`src/rtl/mul_pkg.sv`:
```
`default_nettype none
// ============================================================================
// Module      : mul_pkg
// Description : Shared types and constants for the shift-and-add multiplier:
//               controller state encoding, default operand width and the
//               iteration-counter width helper.
// Revision    : 1.0 - initial release
// ============================================================================
package mul_pkg;

    // Controller states; the encoding is fixed so that flop values stay
    // stable across tool versions.
    typedef enum logic [1:0] {
        IDLE = 2'd0,
        BUSY = 2'd1,
        DONE = 2'd2
    } mul_state_t;

    // Default operand width in bits.
    localparam int MUL_WIDTH = 4;

    // Width of the iteration counter, which counts 0 .. width-1.
    // A counter of at least one bit is always kept.
    function automatic int cnt_width(input int width);
        return (width <= 2) ? 1 : $clog2(width);
    endfunction

endpackage
`default_nettype wire

```
`src/rtl/rca_n.sv`:
```
`default_nettype none
// ============================================================================
// Module      : rca_n
// Description : Combinational WIDTH-bit ripple-carry adder.
// Ports       : a, b  - addends (WIDTH bits)
//               cin   - carry-in
//               s     - sum (WIDTH bits)
//               cout  - carry-out of the most significant bit
// Revision    : 1.0 - initial release
// ============================================================================
module rca_n #(
    parameter int WIDTH = 4
) (
    input  logic [WIDTH-1:0] a,
    input  logic [WIDTH-1:0] b,
    input  logic             cin,
    output logic [WIDTH-1:0] s,
    output logic             cout
);

    // Carry chain: w_carry[i] is the carry into bit i.
    logic [WIDTH:0] w_carry;

    assign w_carry[0] = cin;

    generate
        for (genvar i = 0; i < WIDTH; i++) begin : g_bit
            assign s[i]         = a[i] ^ b[i] ^ w_carry[i];
            assign w_carry[i+1] = (a[i] & b[i]) | (w_carry[i] & (a[i] ^ b[i]));
        end
    endgenerate

    assign cout = w_carry[WIDTH];

endmodule
`default_nettype wire

```
`src/rtl/shift_add_multiplier.sv`:
```
`default_nettype none
// ============================================================================
// Module      : shift_add_multiplier
// Description : Sequential unsigned WIDTH x WIDTH multiplier, one
//               shift-and-add iteration per clock, valid/ready on both sides.
// Ports       : clk, rst             - clock, asynchronous active-high reset
//               in_valid / in_ready  - operand handshake (a, b)
//               a, b                 - multiplicand / multiplier, unsigned
//               out_valid / out_ready- result handshake
//               product              - registered 2*WIDTH-bit result
// Config      : MUL_ZERO_SKIP_EN - when defined, a zero operand bypasses
//               the iteration loop and the result is ready one edge after
//               the accept.
// Revision    : 1.0 - initial release
// ============================================================================
import mul_pkg::*;

module shift_add_multiplier #(
    parameter int WIDTH = MUL_WIDTH
) (
    input  logic               clk,
    input  logic               rst,
    input  logic               in_valid,
    output logic               in_ready,
    input  logic [WIDTH-1:0]   a,
    input  logic [WIDTH-1:0]   b,
    output logic               out_valid,
    input  logic               out_ready,
    output logic [2*WIDTH-1:0] product
);

    localparam int c_CNT_W = cnt_width(WIDTH);

    localparam logic [1:0] c_IDLE = IDLE;
    localparam logic [1:0] c_BUSY = BUSY;
    localparam logic [1:0] c_DONE = DONE;

    localparam logic [c_CNT_W-1:0] c_CNT_LAST = c_CNT_W'(WIDTH - 1);
    localparam logic [c_CNT_W-1:0] c_CNT_ONE  = c_CNT_W'(1);

    logic [1:0]         r_state;
    logic [WIDTH-1:0]   r_mcand;
    logic [WIDTH-1:0]   r_acc;
    logic [WIDTH-1:0]   r_q;
    logic [c_CNT_W-1:0] r_cnt;
    logic [2*WIDTH-1:0] r_product;

    logic               w_accept;
    logic [WIDTH-1:0]   w_addend;
    logic [WIDTH-1:0]   w_sum;
    logic               w_cout;
    logic [WIDTH-1:0]   w_acc_next;
    logic [WIDTH-1:0]   w_q_next;

    // Handshake outputs decode straight from the state flops.
    assign in_ready  = (r_state == c_IDLE);
    assign out_valid = (r_state == c_DONE);
    assign product   = r_product;

    assign w_accept  = in_valid && (r_state == c_IDLE);

    // Add the multiplicand only when the current multiplier LSB is set.
    assign w_addend  = r_q[0] ? r_mcand : '0;

    rca_n #(
        .WIDTH (WIDTH)
    ) u_rca (
        .a    (r_acc),
        .b    (w_addend),
        .cin  (1'b0),
        .s    (w_sum),
        .cout (w_cout)
    );

    // {acc,q} <= {cout,sum,q} >> 1 : the adder carry becomes the new acc MSB
    // and the sum LSB drops into the top of q as the multiplier shifts out.
    assign w_acc_next = {w_cout, w_sum[WIDTH-1:1]};
    assign w_q_next   = {w_sum[0], r_q[WIDTH-1:1]};

`ifdef MUL_ZERO_SKIP_EN
    logic w_zero_op;
    assign w_zero_op = (a == '0) || (b == '0);
`endif

    always_ff @(posedge clk or posedge rst) begin
        if (rst) begin
            r_state   <= c_IDLE;
            r_mcand   <= '0;
            r_acc     <= '0;
            r_q       <= '0;
            r_cnt     <= '0;
            r_product <= '0;
        end else begin
            case (r_state)
                c_IDLE: begin
                    if (w_accept) begin
                        r_mcand <= a;
                        r_q     <= b;
                        r_acc   <= '0;
                        r_cnt   <= '0;
`ifdef MUL_ZERO_SKIP_EN
                        if (w_zero_op) begin
                            r_state   <= c_DONE;
                            r_product <= '0;
                        end else begin
                            r_state   <= c_BUSY;
                        end
`else
                        r_state <= c_BUSY;
`endif
                    end
                end
                c_BUSY: begin
                    r_acc <= w_acc_next;
                    r_q   <= w_q_next;
                    r_cnt <= r_cnt + c_CNT_ONE;
                    // The last iteration's shifted value is the full product.
                    if (r_cnt == c_CNT_LAST) begin
                        r_state   <= c_DONE;
                        r_product <= {w_acc_next, w_q_next};
                    end
                end
                c_DONE: begin
                    if (out_ready) begin
                        r_state <= c_IDLE;
                    end
                end
                default: begin
                    r_state <= c_IDLE;
                end
            endcase
        end
    end

endmodule
`default_nettype wire

```
`config.mk`:
```
export PLATFORM = sky130hd
export DESIGN_NAME = shift_add_multiplier
export DESIGN_NICKNAME = d
export VERILOG_FILES = /design/src/rtl/mul_pkg.sv /design/src/rtl/rca_n.sv /design/src/rtl/shift_add_multiplier.sv
export SDC_FILE = /design/constraint.sdc
export NUM_CORES = 1
export LEC_CHECK = 0
export ABC_CLOCK_PERIOD_IN_PS = 7100
export CAP_MARGIN = 15
export CORE_MARGIN = 1.5
export CORE_UTILIZATION = 54
export DETAILED_ROUTE_END_ITERATION = 7
export PLACE_DENSITY_LB_ADDON = 0.2
export SYNTH_ARGS = -nofsm -noshare
export SYNTH_HDL_FRONTEND = slang
export SYNTH_SLANG_ARGS = --single-unit
export TNS_END_PERCENT = 50
```
`constraint.sdc`:
```
create_clock -name clk -period 7.1 [get_ports clk]
set_clock_uncertainty 0.1 [all_clocks]
set_input_delay 0.71 -clock clk [delete_from_list [all_inputs] [get_ports clk]]
set_output_delay 0.71 -clock clk [all_outputs]
set_load 0.02 [all_outputs]
```
==> results.json, run 1 <==
{
  "fin_crit_ps": 2470,
  "dieArea_um2": 2370,
  "cts.clk_slew.worst_paths_ps": 120,
  "finalHoldViolCount": 0,
  "htree_levels": 1,
  "avgSynthCellArea_um2": 13.0,
  "drtIter0Drc": 10,
  "cts_resized": 0,
  "nNetsFinal": 128,
  "die_height_um": 48.7,
  "gp_congestion": 0.774,
  "final-instance-count-excl-fill": 136,
  "worst_slack_ps": 4630,
  "timing.final.crit_share": 0.348,
  "path_class": "reg2out",
  "grt_use_total": 0.207,
  "worstHoldEndpoint": "r_acc[3]$_DFFE_PP0P_",
  "grt_max_degree": 25,
  "worstPathArrival_ps": 1660,
  "placed_area_um2": 1350,
  "grt_pass1_wl_um": 3660,
  "postCtsSetupRepairBufs": 0,
  "yosys_warnings": 0,
  "rrSetupSlack_ps": 4730,
  "numPortBuffers": 21,
  "cp.required_ps": 6290,
  "drv_slew": 0,
  "antenna_cells": 0,
  "synthesis.area_um2": 1130,
  "r2r_end": "r_acc[2]$_DFFE_PP0P_",
  "area_delta_synth_final_pct": 21.6,
  "ctsHoldBuffers": 0,
  "r2r_start": "r_q[0]$_DFFE_PP0P_",
  "peakVddDrop_uv": 270,
  "overflow": 0,
  "clockBufferDepth": 2,
  "rows": 16,
  "cts_made_buffers": 3,
  "clock_sinks": 24,
  "antenna_found_initial": 0,
  "cp-end-kind": "output pin",
  "worst_skew_pair.late_latency_ps": 300,
  "hold_ws_ps": 399,
  "dp.cells": 133,
  "relSlewSlack": 0.408,
  "synthesis.nets": 104,
  "start_kind": "flip-flop",
  "dr.pass1.iters": 4,
  "hp-start": "r_acc[3]$_DFFE_PP0P_",
  "fmax_ghz": 0.405,
  "p_leak_nw": 0.619,
  "core_um2": 1960,
  "power.density_nw_per_um2": 460,
  "tightest_slew_ps": 888,
  "hold_depth": 2,
  "cts_tree": "done",
  "vias": 747,
  "ant_nets": 0,
  "totalWireLength_um": 2010,
  "status": "finished, final reports clean",
  "fp.dieW_um": 48.7,
  "start_util": 0.575,
  "fin_setup_tns_ps": 0,
  "vias_per_cell": 5.49,
  "synth.distinct_cells": 21,
  "design_area_um2": 1370,
  "ys_seq_elements": 24,
  "final_layout_size_suffix_gt1_frac": 0.147,
  "wl_per_cell_um": 14.8,
  "rsz0062_at_grt": "false",
  "ios": 22,
  "drv_cap": 0,
  "synthCells": 87,
  "cts_root_buffer": "clkbuf_4",
  "setup_viol_count_final": 0,
  "first_global_vias": 754,
  "place_ws_ps": 4750,
  "drc": 0,
  "nFillCells": 163,
  "path_max_fanout": 8,
  "rr_worst_depth": 7,
  "hp-class": "reg2reg",
  "ys_seq_area_frac": 0.532,
  "hpwl_um": 1480
}
worst max path at each step:
stage	startpoint	to	slack, ps	depth (start not counted)
3_5_place_dp	r_q[0]$_DFFE_PP0P_	r_acc[2]$_DFFE_PP0P_	4750	7
2_1_floorplan	r_q[0]$_DFFE_PP0P_	r_acc[2]$_DFFE_PP0P_	4860	7
4_1_cts	r_state[1]$_DFFE_PP0P_	out_valid	4620	3
6_report	r_state[1]$_DFFE_PP0P_	out_valid	4630	3
3_3_place_gp	r_q[0]$_DFFE_PP0P_	product[6]$_DFFE_PP0P_	4830	7
5_1_grt	r_state[1]$_DFFE_PP0P_	out_valid	4470	3
per-layer routing:
| layer | GRT usage | part of all wire | vias to the layer above |
|---|---|---|---|
| met1 | 0.288 | 0.46 | 379 |
| met3 | 0.0401 | 0.023 | 5 |
| met5 | 0 | 0 | - |
| met2 | 0.313 | 0.50 | 12 |
| li1 | - | - | 351 |
| met4 | 0.100 | 0.019 | 0 |
cell type report:
type	count	area, µm²	area share
clock buffer	3	22.5	0.0164
tap	27	33.8	0.0246
multi-input combinational	56	487	0.355
inverter	5	18.8	0.0137
sequential	24	601	0.438
timing repair buffer	21	210	0.153
logic make-up (layout without fill, tap and decap cells):
family,after synthesis,in the layout,share of synthesized area
flops,24,24,0.532
compound gates,23,23,0.125
simple gates,18,18,0.101
mux,10,10,0.130
buf+inv,7,29,0.0366
fa+ha+maj,5,5,0.0754
report_power, final:
part	switching (mW)	internal, mW	total (mW)
clock network	0.0364	0.0198	0.0563
logic	0.148	0.170	0.318
registers	0.0555	0.202	0.258
total	0.240	0.392	0.632
sequential cells by signal, summed over array words and instances (netlist names):
name,flops
product,8
r_acc,4
r_cnt,2
r_mcand,4
r_q,4
r_state,2
worst max-delay path: stages, from the launching register on:
cell	delay, ps
dfrtp_1	470
inv_1	150
nor2_1	120
clkdlybuf4s50_1	610
through the flow:
step,util,power (mW)
after floorplan,-,0.479
after global placement,0.688,0.565
after detailed placement,0.688,0.579
after CTS,0.700,0.637
after global routing,0.700,0.686
final,0.700,0.632
placed cells by master (no fill, tap or decap), types with 2 or more instances in the layout:
cell | netlist | layout
clkdlybuf4s50_1 | 0 | 21
nor2_1 | 4 | 4
a22o_1 | 3 | 3
o21ai_0 | 5 | 5
ha_1 | 2 | 2
dfrtp_1 | 24 | 24
inv_1 | 5 | 5
nand2_1 | 6 | 6
fa_1 | 3 | 3
and2_1 | 3 | 3
a21oi_1 | 5 | 5
clkbuf_4 | 0 | 3
mux2_4 | 9 | 9
o22ai_1 | 8 | 8
synthesized netlist by cell type:
library cell,instances,area (µm²)
nor2_1,4,15.0
nand2b_1,1,6.26
o22ai_1,8,50.1
mux2_2,1,11.3
o21ai_0,5,25.0
mux2_4,9,135
o31ai_1,1,7.51
a22o_1,3,26.3
o21bai_1,1,7.51
nand2b_4,1,13.8
dfrtp_1,24,601
and2_1,3,18.8
nand3b_4,1,20.0
nand2_1,6,22.5
nor2b_1,1,6.26
nor2_4,1,11.3
fa_1,3,60.1
a21oi_1,5,25.0
buf_6,2,22.5
inv_1,5,18.8
ha_1,2,25.0
Power figures use the tool's default switching activity.
==> run 2, diff against run 1 <==
--- a/config.mk
+++ b/config.mk
@@ -5,10 +5,10 @@
 export SDC_FILE = /design/constraint.sdc
 export NUM_CORES = 1
 export LEC_CHECK = 0
-export ABC_CLOCK_PERIOD_IN_PS = 7100
+export ABC_CLOCK_PERIOD_IN_PS = 2490
 export CAP_MARGIN = 15
 export CORE_MARGIN = 1.5
-export CORE_UTILIZATION = 54
+export CORE_UTILIZATION = 50
 export DETAILED_ROUTE_END_ITERATION = 7
 export PLACE_DENSITY_LB_ADDON = 0.2
 export SYNTH_ARGS = -nofsm -noshare
==> constraint.sdc (replaced) <==
create_clock -name clk -period 2.49 [get_ports clk]
set_clock_uncertainty 0.1 [all_clocks]
set_input_delay 0.249 -clock clk [delete_from_list [all_inputs] [get_ports clk]]
set_output_delay 0.249 -clock clk [all_outputs]
set_load 0.02 [all_outputs]
==> run 2 against run 1 <==
- setup slack worse by 4500 ps
- register-to-register slack worse by 4600 ps
- final cell count up 2.9%
- utilization is 5.6 points lower
- global-route usage fell by 2.6 points
- critical path depth is 4 higher
- non-clock buffer count grew 3
- final area grew 1.7%
- total power grew to 2.9 times the previous value
- clock power grew to 2.8 times the previous value
- sequential share of layout area decreased by 0.74 points
- sequential power grew to 2.9 times the previous value
- highest routed layer unchanged
==> results.json, run 2 (synthesized netlist as in run 1, its figures left out) <==
{
  "status": "finished, final reports clean",
  "met2_usage": 0.285,
  "cts_resized": 0,
  "nNetsFinal": 131,
  "cts.clk_slew.worst_paths_ps": 120,
  "worst-path-buf-inv": 1,
  "start_util": 0.520,
  "htree_levels": 1,
  "ios": 22,
  "finalHoldViolCount": 0,
  "core_um2": 2170,
  "path_delay_family": "adder cells",
  "slowest_delay_ps": 440,
  "largest_reg_flops": 8,
  "grt_util_met3": 0.0268,
  "power.density_nw_per_um2": 1300,
  "r2r_end": "r_acc[2]$_DFFE_PP0P_",
  "rr_worst_depth": 7,
  "final-instance-count-excl-fill": 140,
  "worst_slack_ps": 119,
  "grt_pass1_wl_um": 3460,
  "p_clk_frac": 0.087,
  "vias": 735,
  "crit_top_cell": "fa_1",
  "antenna_cells": 0,
  "setup_viol_count_final": 0,
  "grt_use_total": 0.181,
  "wl_per_cell_um": 13.7,
  "clock_sinks": 24,
  "p_sw_uw": 681,
  "fp.dieW_um": 50.5,
  "timing.final.crit_share": 0.952,
  "drv_cap": 0,
  "regArea_um2": 601,
  "rsz0062_at_grt": "false",
  "vias_per_cell": 5.25,
  "p_int_mw": 1.13,
  "rrSetupSlack_ps": 120,
  "numPortBuffers": 21,
  "hp-class": "in2async",
  "cp_slowest_cell": "dfrtp_1",
  "path_class": "reg2reg",
  "cp.required_ps": 2600,
  "hpwl_um": 1470,
  "start_kind": "flip-flop",
  "place_ws_ps": 114,
  "totalWireLength_um": 1920,
  "power_frac_seq": 0.405,
  "gp_congestion": 0.810,
  "path_max_fanout": 5,
  "dieArea_um2": 2550,
  "antenna_found_initial": 0,
  "layout_common_cells": "dfrtp_1 (24), clkdlybuf4s50_1 (21), mux2_4 (9), o22ai_1 (8), nand2_1 (6)",
  "nFillCells": 177,
  "multiInputGateArea_um2": 487,
  "grt_max_degree": 25,
  "rows": 17,
  "drv_slew": 0,
  "die_height_um": 50.5,
  "p_leak_nw": 0.633,
  "first_global_vias": 739,
  "tightest_slew_ps": 450,
  "gr-max-usage-layer": "met2",
  "comb_power_share": 0.508,
  "placed_area_um2": 1360,
  "power.total_mw": 1.82,
  "ant_nets": 0,
  "dr.pass1.iters": 4,
  "worstPathArrival_ps": 2480,
  "cts_made_buffers": 3,
  "design_area_um2": 1400,
  "grt_util_met1": 0.267,
  "drc": 0,
  "peakVddDrop_uv": 681,
  "clockBufferDepth": 2,
  "area_delta_synth_final_pct": 23.7,
  "fin_crit_ps": 2370,
  "drtIter0Drc": 15,
  "final_common_cell": "dfrtp_1",
  "postLayoutCoreUtil": 0.644,
  "relSlewSlack": 0.699,
  "dp.cells": 135,
  "switching_share": 0.375,
  "cts_tree": "done",
  "final_layout_size_suffix_gt1_frac": 0.170,
  "fin_setup_tns_ps": 0,
  "r2r_start": "r_q[0]$_DFFE_PP0P_",
  "fmax_ghz": 0.422,
  "cts_root_buffer": "clkbuf_4",
  "cp-end-kind": "flip-flop",
  "worst_skew_pair.late_latency_ps": 290,
  "crit_chain": "and2_1 > ha_1 > fa_1 > fa_1 > inv_1 > fa_1 > o21ai_0",
  "hold_ws_ps": 185,
  "overflow": 0
}
run 2: final cells by class:
| cell class | count | area share |
|---|---|---|
| sequential | 24 | 0.430 |
| tap | 28 | 0.0251 |
| clock buffer | 3 | 0.0161 |
| inverter | 5 | 0.0134 |
| multi-input combinational | 56 | 0.349 |
| timing repair buffer | 24 | 0.167 |
run 2: repair_timing:
item / in CTS / in global routing
endpoints found under the setup margin: 0 / 1
hold buffers: 0 / 0
setup buffers: 0 / 2
run 2: routing by layer:
metal  part of all wire  vias to the layer above
li1                   -                      354
met1               0.49                      368
met2               0.48                       11
met3              0.024                        2
met4             0.0057                        0
met5                  0                        -
run 2: worst max path at each step:
stage	startpoint	to	slack, ps	depth (start not counted)
2_1_floorplan	r_q[0]$_DFFE_PP0P_	r_acc[2]$_DFFE_PP0P_	250	7
3_5_place_dp	r_q[0]$_DFFE_PP0P_	r_acc[2]$_DFFE_PP0P_	110	7
5_1_grt	r_q[0]$_DFFE_PP0P_	r_acc[2]$_DFFE_PP0P_	20	7
4_1_cts	r_q[0]$_DFFE_PP0P_	r_acc[2]$_DFFE_PP0P_	80	7
6_report	r_q[0]$_DFFE_PP0P_	r_acc[2]$_DFFE_PP0P_	120	7
3_3_place_gp	r_q[0]$_DFFE_PP0P_	product[6]$_DFFE_PP0P_	220	7
run 2: power groups by stage:
stage / registers [mW] / logic [mW] / clock network, mW
6_report: 0.736 / 0.922 / 0.158
5_1_grt: 0.766 / 1.02 / 0.180
4_1_cts: 0.737 / 0.910 / 0.163
3_5_place_dp: 0.743 / 0.910 / 0
3_3_place_gp: 0.729 / 0.886 / 0
2_1_floorplan: 0.760 / 0.607 / 0
run 2: worst min-delay path: cells and delay by family:
kind / cells / cell delay, ps
buffers and inverters: 3 / 730
